<file path="config.mk">
export PLATFORM = sky130hd
export DESIGN_NAME = logic_unit_arbiter
export DESIGN_NICKNAME = d
export VERILOG_FILES = /design/src/rtl/logic_unit_arbiter.sv
export SDC_FILE = /design/constraint.sdc
export NUM_CORES = 1
export LEC_CHECK = 0
export ABC_AREA = 1
export BUFFER_PORTS_ARGS = -buffer_cell sky130_fd_sc_hd__buf_4
export CORE_UTILIZATION = 42
export DETAILED_ROUTE_END_ITERATION = 6
export GPL_TIMING_DRIVEN = 0
export HOLD_SLACK_MARGIN = 0.12
export PLACE_DENSITY = 0.71
export SLEW_MARGIN = 20
export SYNTH_ARGS = -nofsm -noshare
export SYNTH_HDL_FRONTEND = slang
export SYNTH_SLANG_ARGS = --single-unit
</file>
<file path="constraint.sdc">
create_clock -name clk -period 3.8 [get_ports clk]
set_clock_uncertainty 0.05 [all_clocks]
set_input_delay 1.14 -clock clk [delete_from_list [all_inputs] [get_ports clk]]
set_output_delay 1.14 -clock clk [all_outputs]
set_load 0.005 [all_outputs]
</file>
<file path="src/rtl/logic_unit_arbiter.sv">
// Round-robin arbiter in front of a single registered W-bit bitwise logic unit.
// One operation in flight at a time; each result is returned with its requester index.
module logic_unit_arbiter #(
  parameter int unsigned NREQ = 4,
  parameter int unsigned W    = 8
) (
  input  logic                      clk,
  input  logic                      rst,
  input  logic [NREQ-1:0]           req_valid,
  output logic [NREQ-1:0]           req_ready,
  input  logic [3*NREQ-1:0]         req_op,
  input  logic [W*NREQ-1:0]         req_a,
  input  logic [W*NREQ-1:0]         req_b,
  output logic                      rsp_valid,
  input  logic                      rsp_ready,
  output logic [$clog2(NREQ)-1:0]   rsp_id,
  output logic [W-1:0]              rsp_data,
  output logic                      rsp_err,
  output logic                      busy
);

  localparam int unsigned IDW = $clog2(NREQ);

  typedef enum logic [1:0] {S_IDLE, S_EXEC, S_RESP} state_t;
  typedef enum logic [2:0] {
    OP_AND, OP_OR, OP_NAND, OP_NOR, OP_XOR, OP_XNOR, OP_NOTA, OP_ILL
  } op_t;

  state_t           state_q, state_d;
  logic [IDW-1:0]   last_q, last_d;
  op_t              op_q, op_d;
  logic [W-1:0]     a_q, a_d, b_q, b_d;
  logic             rsp_valid_q, rsp_valid_d;
  logic [W-1:0]     rsp_data_q, rsp_data_d;
  logic [IDW-1:0]   rsp_id_q, rsp_id_d;
  logic             rsp_err_q, rsp_err_d;

  logic [2:0]       op_arr [NREQ];
  logic [W-1:0]     a_arr  [NREQ];
  logic [W-1:0]     b_arr  [NREQ];

  logic             grant_found;
  logic [IDW-1:0]   grant_id;
  logic [IDW-1:0]   cand;
  logic [W-1:0]     res_data;
  logic             res_err;

  for (genvar gi = 0; gi < NREQ; gi++) begin : g_unpack
    assign op_arr[gi] = req_op[3*gi +: 3];
    assign a_arr[gi]  = req_a[W*gi +: W];
    assign b_arr[gi]  = req_b[W*gi +: W];
  end

  // Scan from the requester after the last grant, wrapping; first valid wins.
  always_comb begin
    grant_found = 1'b0;
    grant_id    = last_q;
    cand        = '0;
    for (int unsigned k = 1; k <= NREQ; k++) begin
      cand = IDW'((32'(last_q) + k) % NREQ);
      if (!grant_found && req_valid[cand]) begin
        grant_found = 1'b1;
        grant_id    = cand;
      end
    end
  end

  always_comb begin
    req_ready = '0;
    if (!rst && state_q == S_IDLE && grant_found) begin
      req_ready[grant_id] = 1'b1;
    end
  end

  always_comb begin
    res_data = '0;
    res_err  = 1'b0;
    case (op_q)
      OP_AND:  res_data = a_q & b_q;
      OP_OR:   res_data = a_q | b_q;
      OP_NAND: res_data = ~(a_q & b_q);
      OP_NOR:  res_data = ~(a_q | b_q);
      OP_XOR:  res_data = a_q ^ b_q;
      OP_XNOR: res_data = ~(a_q ^ b_q);
      OP_NOTA: res_data = ~a_q;
      OP_ILL:  res_err  = 1'b1;
    endcase
  end

  always_comb begin
    state_d     = state_q;
    last_d      = last_q;
    op_d        = op_q;
    a_d         = a_q;
    b_d         = b_q;
    rsp_valid_d = rsp_valid_q;
    rsp_data_d  = rsp_data_q;
    rsp_id_d    = rsp_id_q;
    rsp_err_d   = rsp_err_q;
    case (state_q)
      S_IDLE: begin
        if (grant_found) begin
          op_d    = op_t'(op_arr[grant_id]);
          a_d     = a_arr[grant_id];
          b_d     = b_arr[grant_id];
          last_d  = grant_id;
          state_d = S_EXEC;
        end
      end
      S_EXEC: begin
        // last_q holds the id of the operation in flight, so no separate id register.
        rsp_data_d  = res_data;
        rsp_err_d   = res_err;
        rsp_id_d    = last_q;
        rsp_valid_d = 1'b1;
        state_d     = S_RESP;
      end
      S_RESP: begin
        if (rsp_ready) begin
          rsp_valid_d = 1'b0;
          state_d     = S_IDLE;
        end
      end
      default: state_d = S_IDLE;
    endcase
  end

  always_ff @(posedge clk or posedge rst) begin
    if (rst) begin
      state_q     <= S_IDLE;
      last_q      <= IDW'(NREQ - 1);
      op_q        <= OP_AND;
      a_q         <= '0;
      b_q         <= '0;
      rsp_valid_q <= 1'b0;
      rsp_data_q  <= '0;
      rsp_id_q    <= '0;
      rsp_err_q   <= 1'b0;
    end else begin
      state_q     <= state_d;
      last_q      <= last_d;
      op_q        <= op_d;
      a_q         <= a_d;
      b_q         <= b_d;
      rsp_valid_q <= rsp_valid_d;
      rsp_data_q  <= rsp_data_d;
      rsp_id_q    <= rsp_id_d;
      rsp_err_q   <= rsp_err_d;
    end
  end

  assign rsp_valid = rsp_valid_q;
  assign rsp_data  = rsp_data_q;
  assign rsp_id    = rsp_id_q;
  assign rsp_err   = rsp_err_q;
  assign busy      = (state_q != S_IDLE);

endmodule

</file>
-- Word level (Yosys, flattened, before mapping)
Cells that the tools add are included.
- bits in writable memories: 0
- bits of input ports: 83
- bits in latches: 0
- output and inout bits: 17
- memories: 0
- bits in registers: 35
- ROM bits: 0
- logic and storage cells: 91
- add/subtract/negate cells: 4
- equality and inequality tests: 11
- shift-type cells: 0
- reductions and logical operators: 17
- multiplexer cells: 35
- bitwise logic cells: 8
- divide/modulo/power cells: 0
- $lt $le $gt $ge: 7
- multiply operators: 0
- operators by type and width (kind ; count):
    $pmux W8 S7 ; 1
    $bmux W8 S2 ; 2
    $mux W8 ; 4
    $not A8 Y8 ; 4
    $lt A2 B3 Y1 const B ; 5
    $eq A3 B3 Y1 const B ; 4
    $mux W2 ; 6
    $mux W1 ; 11
    $and A8 B8 Y8 ; 1
    $bmux W1 S2 ; 4
    $or A8 B8 Y8 ; 1
    $xor A8 B8 Y8 ; 1
    $bmux W3 S2 ; 1
    $eq A3 B2 Y1 const B ; 2
    $logic_and A1 B1 Y1 ; 6
    $mux W3 ; 2
    $pmux W2 S3 ; 1
    $reduce_and A2 Y1 ; 3
    $add A2 B1 Y2 const B ; 2
    $add A2 B2 Y2 const B ; 2
    $logic_not A1 Y1 ; 4
    $mux W4 ; 1
    $ne A2 B2 Y1 const B ; 2
    $reduce_bool A2 Y1 ; 2
    other kinds (10) ; 10

-- Depth between registers and ports, before layout
Gate-level depths: netlist of run 1.
- depth in word-level cells: 18
- gate-level depth with buffers: 15
- depth with buffers taken out: 13

-- Worst setup path before layout of run 1
No wires, ideal clock.
- path kind: input to output
- start: input rst
- end: output req_ready[1]
- arrival time: 2240 ps
- path slack: 370 ps
- cell stages on the path: 3
- data required time: 2610 ps
- path buffers: 0
- cells stage by stage: inv_1 > nand3_1 > nor2_1
- cells in the longest elaborated chain, start to end: 4
- RTL lines (item ; line ; RTL):
    from (decl) ; 8 ; input logic rst,
    $logic_not A1 Y1 (no line) ; - ;
    $logic_and A1 B1 Y1 (2 in a row) ; 70 ; if (!rst && state_q == S_IDLE && grant_found) begin
    $mux W4 ; 70 ;
    to (decl) ; 10 ; output logic [NREQ-1:0] req_ready,
No other way between the ends.

-- Worst setup path in the final report of run 1
- start: input req_valid[0]
- end: output req_ready[0]
- cells in the longest elaborated chain, start to end: 17
- elaborated cells on any way between the ends: 29
- classes of those cells: 2 x order compare; 19 x mux; 8 x reduce/logical
- RTL lines (item ; line ; RTL):
    from (decl) ; 9 ; input logic [NREQ-1:0] req_valid,
    $bmux W1 S2 ; 61 ; if (!grant_found && req_valid[cand]) begin
    $mux W1 (not written as such) ; 61 ;
    $mux W1 ; 61 ;
    $logic_not A1 Y1 ; 61 ;
    $logic_and A1 B1 Y1 ; 61 ;
    $mux W1 ; 61 ;
    $logic_not A1 Y1 ; 61 ;
    $logic_and A1 B1 Y1 ; 61 ;
    $mux W1 ; 61 ;
    $logic_not A1 Y1 ; 61 ;
    $logic_and A1 B1 Y1 ; 61 ;
    $mux W2 ; 61 ;
    $lt A2 B3 Y1 (not written as such) / $ge A2 B1 Y1 (equally long branches) ; 71 ; req_ready[grant_id] = 1'b1;
    $logic_and A1 B1 Y1 (not written as such) ; 71 ;
    $mux W1 (not written as such) ; 71 ;
    $demux W1 S2 ; 71 ;
    $mux W4 * ; 70 ;
Mark *: on every way between the ends. The rest lies on a longest branch, timed or not. The select of a mux whose other input is x is not followed.

==> out/metrics.csv, run 1 <==
metric;value;unit
status;finished, final reports clean;
CP required;2610;ps
largest net degree at the start of global routing;38;
P_leak;2.12;nW
Placed Cells;638;
crit path time final;3680;ps
Cell Chain, Critical Path;buf_4 > nand2_1 > nand2_1 > nand2_2 > nand2_4 > nand2_2 > nand2_1 > nand2_2 > nand2_4 > nor2_2 > nand2_1 > nor2_1 > buf_4;
post-CTS setup buffers;0;
Initial Utilization;0.439;
WS Path Type;primary input to output port;
largest area contributor in the netlist;dfrtp_1;
Core Area;6870;sq um
Worst Path Buf+Inv;2;
synthesized area per cell;6.81;sq um
Remaining DRCs;0;
die outline width;86.8;microns
type of origin of the critical path;primary input;
Layout area overhead;31.6;%
layout cells sized above 1;0.294;
crit-path leading delay family;simple AND/OR/NAND/NOR gates;
later-pin clock latency in the skew report;290;ps
port bufs;99;
global-route wire length before repair;14200;microns
FF-to-FF setup slack;1620;ps
Post-Syn Area;3020;sq um
DP HPWL;6900;microns
initial DRC count;173;
CP max FO;12;
sequential power share;0.176;
sequential share of the synthesized area;0.291;
row count;30;
CP Data Arrival Time;2490;ps
Comb pwr share;0.760;
crit path max-delay cell type;nor2_2;
Worst path max stage delay;170;ps
H-Tree Depth;2;
largest cells by area after synthesis;dfrtp_1 (27%), nand3_1 (20%), nand2_1 (15%);
endpoint class of the critical path;output port;
Pwr Total;4.22;mW
VDD IR max;0.000585;V
Top-Level Pins;100;
Post-Route WL;8590;microns
Synth warnings;0;
Slew HR;0.503;
ANT nets after route;0;
Cell Int Power;1.97;mW
initial antenna violation count;0;
commonest non-fill, non-tap cell in the layout;nand3_1;
Core Util, Final;0.578;
Setup WS post-layout;119;ps
most frequent cells in the layout;nand3_1 (123), nand2_1 (117), buf_4 (104);
Ant. Diodes;0;
Primary FF master, synth;dfrtp_1;
Syn Nets;542;
Clock Power Share;0.064;
All-Layer GR Usage;0.243;
FFs w/ async S/R, synth;1.00;
die area;7530;sq um
Placer Congestion;0.897;
Slew @ Worst Pin;744;ps
TritonCTS clock tree;yes;
CTS buffer count;5;
Hold Buf Count CTS;0;
Final setup viols;0;
Switch Pwr;2.25;mW
Hold Path Stages;2;
fin nets;647;
Vias;3319;
worst min-delay path class;flip-flop to flip-flop;
Peak Freq;272;MHz
pre-CTS WS;-13.9;ps
EDFF count, synth;0;
final worst-path cycle share;0.969;
Switching Share;0.534;
PwrDens;1060;nW/um^2
CTS clk-pin slew, worst paths;60;ps
CP Depth;13;
Fin. Hold Viols;0;
Critical Path Most Common Cell;nand2_1;
clk buf depth;2;
drt wl/cell;13.3;microns
maxcap violations;0;
vias per cell;5.15;
Yosys top cell area share;0.274;
Die Ht;86.8;microns
cells after synthesis;443;
vias in the first global route;3097;
non-filler cells, final;644;
post-synthesis register bit count;35;
drt first pass iters;4;
Clock Tree Root;clkbuf_8;
clock sink count;35;
max-slew violations;0;
worst reg2reg path depth;14;
Yosys cell types;30;
grt ovf;0;
-- metal layers --
metal | up-vias | part of all wire | track usage
met5 | - | 0 | 0
met4 | 0 | 0.016 | 0.0773
met3 | 10 | 0.062 | 0.0486
met2 | 123 | 0.45 | 0.398
met1 | 1483 | 0.47 | 0.321
li1 | 1703 | - | -
-- registers in the layout, summed over array words and instances, names as in the netlist --
| name | count |
|---|---|
| a_q | 8 |
| b_q | 8 |
| rsp_data | 8 |
| op_q | 3 |
| last_q | 2 |
| rsp_id | 2 |
| state_q | 2 |
| rsp_err | 1 |
| rsp_valid | 1 |
-- cell type report --
cell class	count	area, sq um
plain buffers	23	173
clock buffers	6	82.6
clock inverters	1	5.00
fillers	696	2900
inverters	36	138
multi-input cells	348	1830
flip-flops and latches	35	878
well taps	96	120
repair buffers	99	743
-- cells in the mapped netlist (3+ instances only) --
cell     number
a21oi_1      21
buf_2        10
buf_4         5
buf_6         6
dfrtp_1      33
ha_1         16
inv_1        32
inv_2         3
nand2_1     117
nand2_2      11
nand2_4       3
nand3_1     123
nand3_2      10
nor2_1       15
o21ai_0      12
o22ai_1       7
-- path summary, 6_finish.rpt --
check | from | endpoint
setup reg to reg | last_q[0] | a_q[7]
min in group asynchronous | rst | rsp_data[2]
setup / recovery | req_valid[0] | req_ready[0]
hold / removal | rsp_data[3] | rsp_data[3]
max in group asynchronous | rst | b_q[7]
hold reg to reg | rsp_data[3] | rsp_data[3]
-- worst register-to-register path, cell delays in order (launching register included) --
cell and delay [ps]:
dfstp_2 560, buf_4 180, nand2_1 60, nand2_1 110, nand2_2 90, nand2_4 100, nand2_2 60, nand2_1 80
nand2_2 80, nand2_4 150, buf_2 250, nand2_1 100, nand3_1 90, nand3_1 90, nand2_1 70
-- metrics by stage --
stage | TNS, ps | area (sq um) | hold WS (ps)
finish | 0 | 3970 | 433
global route | -9.54 | 3970 | 456
detailed placement | -24.8 | 3880 | 417
global placement | -642 | 3880 | 414
CTS | 0 | 3970 | 436
floorplan | 0 | 3020 | 422
-- cell families after synthesis --
kind of cell / count (synthesis) / share of synthesized area
AND/OR/NAND/NOR: 284 / 0.449
adder cells (fa/ha/maj): 16 / 0.0663
AO/OA/AOI/OAI: 48 / 0.0891
buffers and inverters: 60 / 0.104
flip-flops: 35 / 0.291
-- timing repair --
item | 4_1_cts | 5_1_grt
hold endpoints to repair | 0 | 0
setup endpoints to repair | 2 | 4
resized for setup | 1 | 1
cloned | 0 | 0
-- power by group through the flow --
stage	Clock, mW	Combinational (mW)	Sequential (mW)
6_report	0.270	3.21	0.744
2_1_floorplan	0	2.39	0.714
4_1_cts	0.277	3.20	0.743
3_5_place_dp	0	3.17	0.748
5_1_grt	0.294	3.61	0.772
3_3_place_gp	0	3.11	0.744
(Power assumes the default switching activity.)
==> inputs of run 2 (changes only) <==
--- a/config.mk
+++ b/config.mk
@@ -7,5 +7,5 @@
 export LEC_CHECK = 0
 export ABC_AREA = 1
-export BUFFER_PORTS_ARGS = -buffer_cell sky130_fd_sc_hd__buf_4
+export BUFFER_PORTS_ARGS = -buffer_cell sky130_fd_sc_hd__buf_2
 export CORE_UTILIZATION = 42
 export DETAILED_ROUTE_END_ITERATION = 6
==> constraint.sdc (replaced) <==
create_clock -name clk -period 3.8 [get_ports clk]
set_clock_uncertainty 0.05 [all_clocks]
set_input_delay 0.19 -clock clk [delete_from_list [all_inputs] [get_ports clk]]
set_output_delay 0.19 -clock clk [all_outputs]
set_load 0.005 [all_outputs]
==> run 2 against run 1 <==
Against the previous run:
- total power is 1.5% lower
- final area fell by 5.8%
- clock-buffer cell count unchanged
- critical path depth unchanged
- setup slack improved by 1100 ps
- highest routed layer unchanged
==> out/metrics.csv, run 2 (synthesized netlist as in run 1, its figures left out) <==
metric;value;unit
initial antenna violation count;0;
TritonCTS clock tree;yes;
initial DRC count;159;
drt wl/cell;13.0;microns
row count;30;
fillers;711;
grt ovf;0;
status;finished, final reports clean;
most frequent cells in the layout;nand3_1 (123), nand2_1 (117), buf_2 (109);
CP max FO;10;
ANT nets after route;0;
CTS buffer count;5;
PwrDens;1110;nW/um^2
DP Area;3630;sq um
drt first pass iters;4;
Peak Freq;382;MHz
die area;7530;sq um
global-route wire length before repair;14400;microns
Layout area overhead;24.0;%
setup_tns;0;ps
Post-Route WL;8420;microns
clk buf depth;2;
Remaining DRCs;0;
crit path time final;2620;ps
worst min-delay path class;primary input to flip-flop;
max-slew violations;0;
Die Ht;86.8;microns
CTS clk-pin slew, worst paths;70;ps
CP required;3560;ps
Vias;3324;
vias per cell;5.14;
post-cts gate resize count;0;
Slew @ Worst Pin;741;ps
Placer Congestion;0.851;
Ant. Diodes;0;
Clock Tree Root;clkbuf_8;
WS Path Type;flip-flop to output port;
final instance area;3740;sq um
RSZ-0062 raised after global routing;no;
H-Tree Depth;2;
Core Area;6870;sq um
layout cells sized above 1;0.292;
VDD IR max;0.000738;V
vias in the first global route;3011;
die outline width;86.8;microns
Hold Buf Count CTS;2;
Slew HR;0.505;
P_leak;2.05;nW
later-pin clock latency in the skew report;280;ps
Fin. Hold Viols;0;
Core Util, Final;0.545;
type of origin of the critical path;flip-flop;
Initial Utilization;0.439;
Top-Level Pins;100;
DP HPWL;6760;microns
fin nets;650;
commonest non-fill, non-tap cell in the layout;nand3_1;
All-Layer GR Usage;0.242;
Final setup viols;0;
post-CTS setup buffers;0;
maxcap violations;0;
endpoint class of the critical path;output port;
final worst-path cycle share;0.689;
clock sink count;35;
largest net degree at the start of global routing;38;
port bufs;99;
CP Data Arrival Time;2380;ps
-- run 2: cell count changes in the layout (fill, tap and decap cells not counted), sizes merged --
cell	before	now
dlygate4sd3	0	2
buf	120	121
-- run 2: report_power, final --
group / internal [mW] / switching [mW] / total (mW)
clock: 0.142 / 0.126 / 0.268
sequential: 0.585 / 0.156 / 0.741
combinational: 1.18 / 1.97 / 3.15
total: 1.91 / 2.25 / 4.16
-- run 2: worst paths after layout --
kind	start	end	slack, ps	cells past startpoint
min in group asynchronous	rst	rsp_data[0]	530	3
setup reg to reg	last_q[0]	a_q[0]	1590	13
max in group asynchronous	rst	b_q[5]	2700	3
hold / removal	req_a[25]	a_q[1]	190	5
hold reg to reg	rsp_data[7]	rsp_data[7]	420	2
setup / recovery	last_q[0]	req_ready[0]	1180	13
-- run 2: final cells by class --
class / count / area, sq um / area share
tap: 96 / 120 / 0.0321
clock inverter: 1 / 5.00 / 0.00134
clock buffer: 6 / 82.6 / 0.0221
timing repair buffer: 101 / 515 / 0.138
multi-input combinational: 348 / 1820 / 0.488
buffer: 24 / 178 / 0.0475
inverter: 36 / 138 / 0.0368
sequential: 35 / 878 / 0.235
-- run 2: per-stage QoR --
stage / total power, mW / instances / setup WS (ps) / hold WS [ps]
floorplan: 3.10 / 443 / 1810 / 247
global placement: 3.81 / 638 / 1470 / 366
detailed placement: 3.87 / 638 / 1480 / 318
CTS: 4.15 / 647 / 1160 / 186
global route: 4.63 / 647 / 973 / 217
finish: 4.16 / 647 / 1180 / 190
-- run 2: per-layer routing --
layer	up-vias	GRT usage	wire, microns
li1	1705	-	-
met2	115	0.383	3800
met3	8	0.0305	446
met4	0	0.0545	103
met1	1496	0.352	4070
met5	-	0	0
-- run 2: critical path: stages (launching register included) --
cell and delay (ps):
dfstp_2 560, buf_4 180, nand2_1 80, nand3_1 80, nand2_1 140, nand2_2 120, nand2_1 60, nand2_2 90
nand2_2 70, buf_2 190, nor2_1 180, nand2_1 100, nor2_1 110, buf_2 120
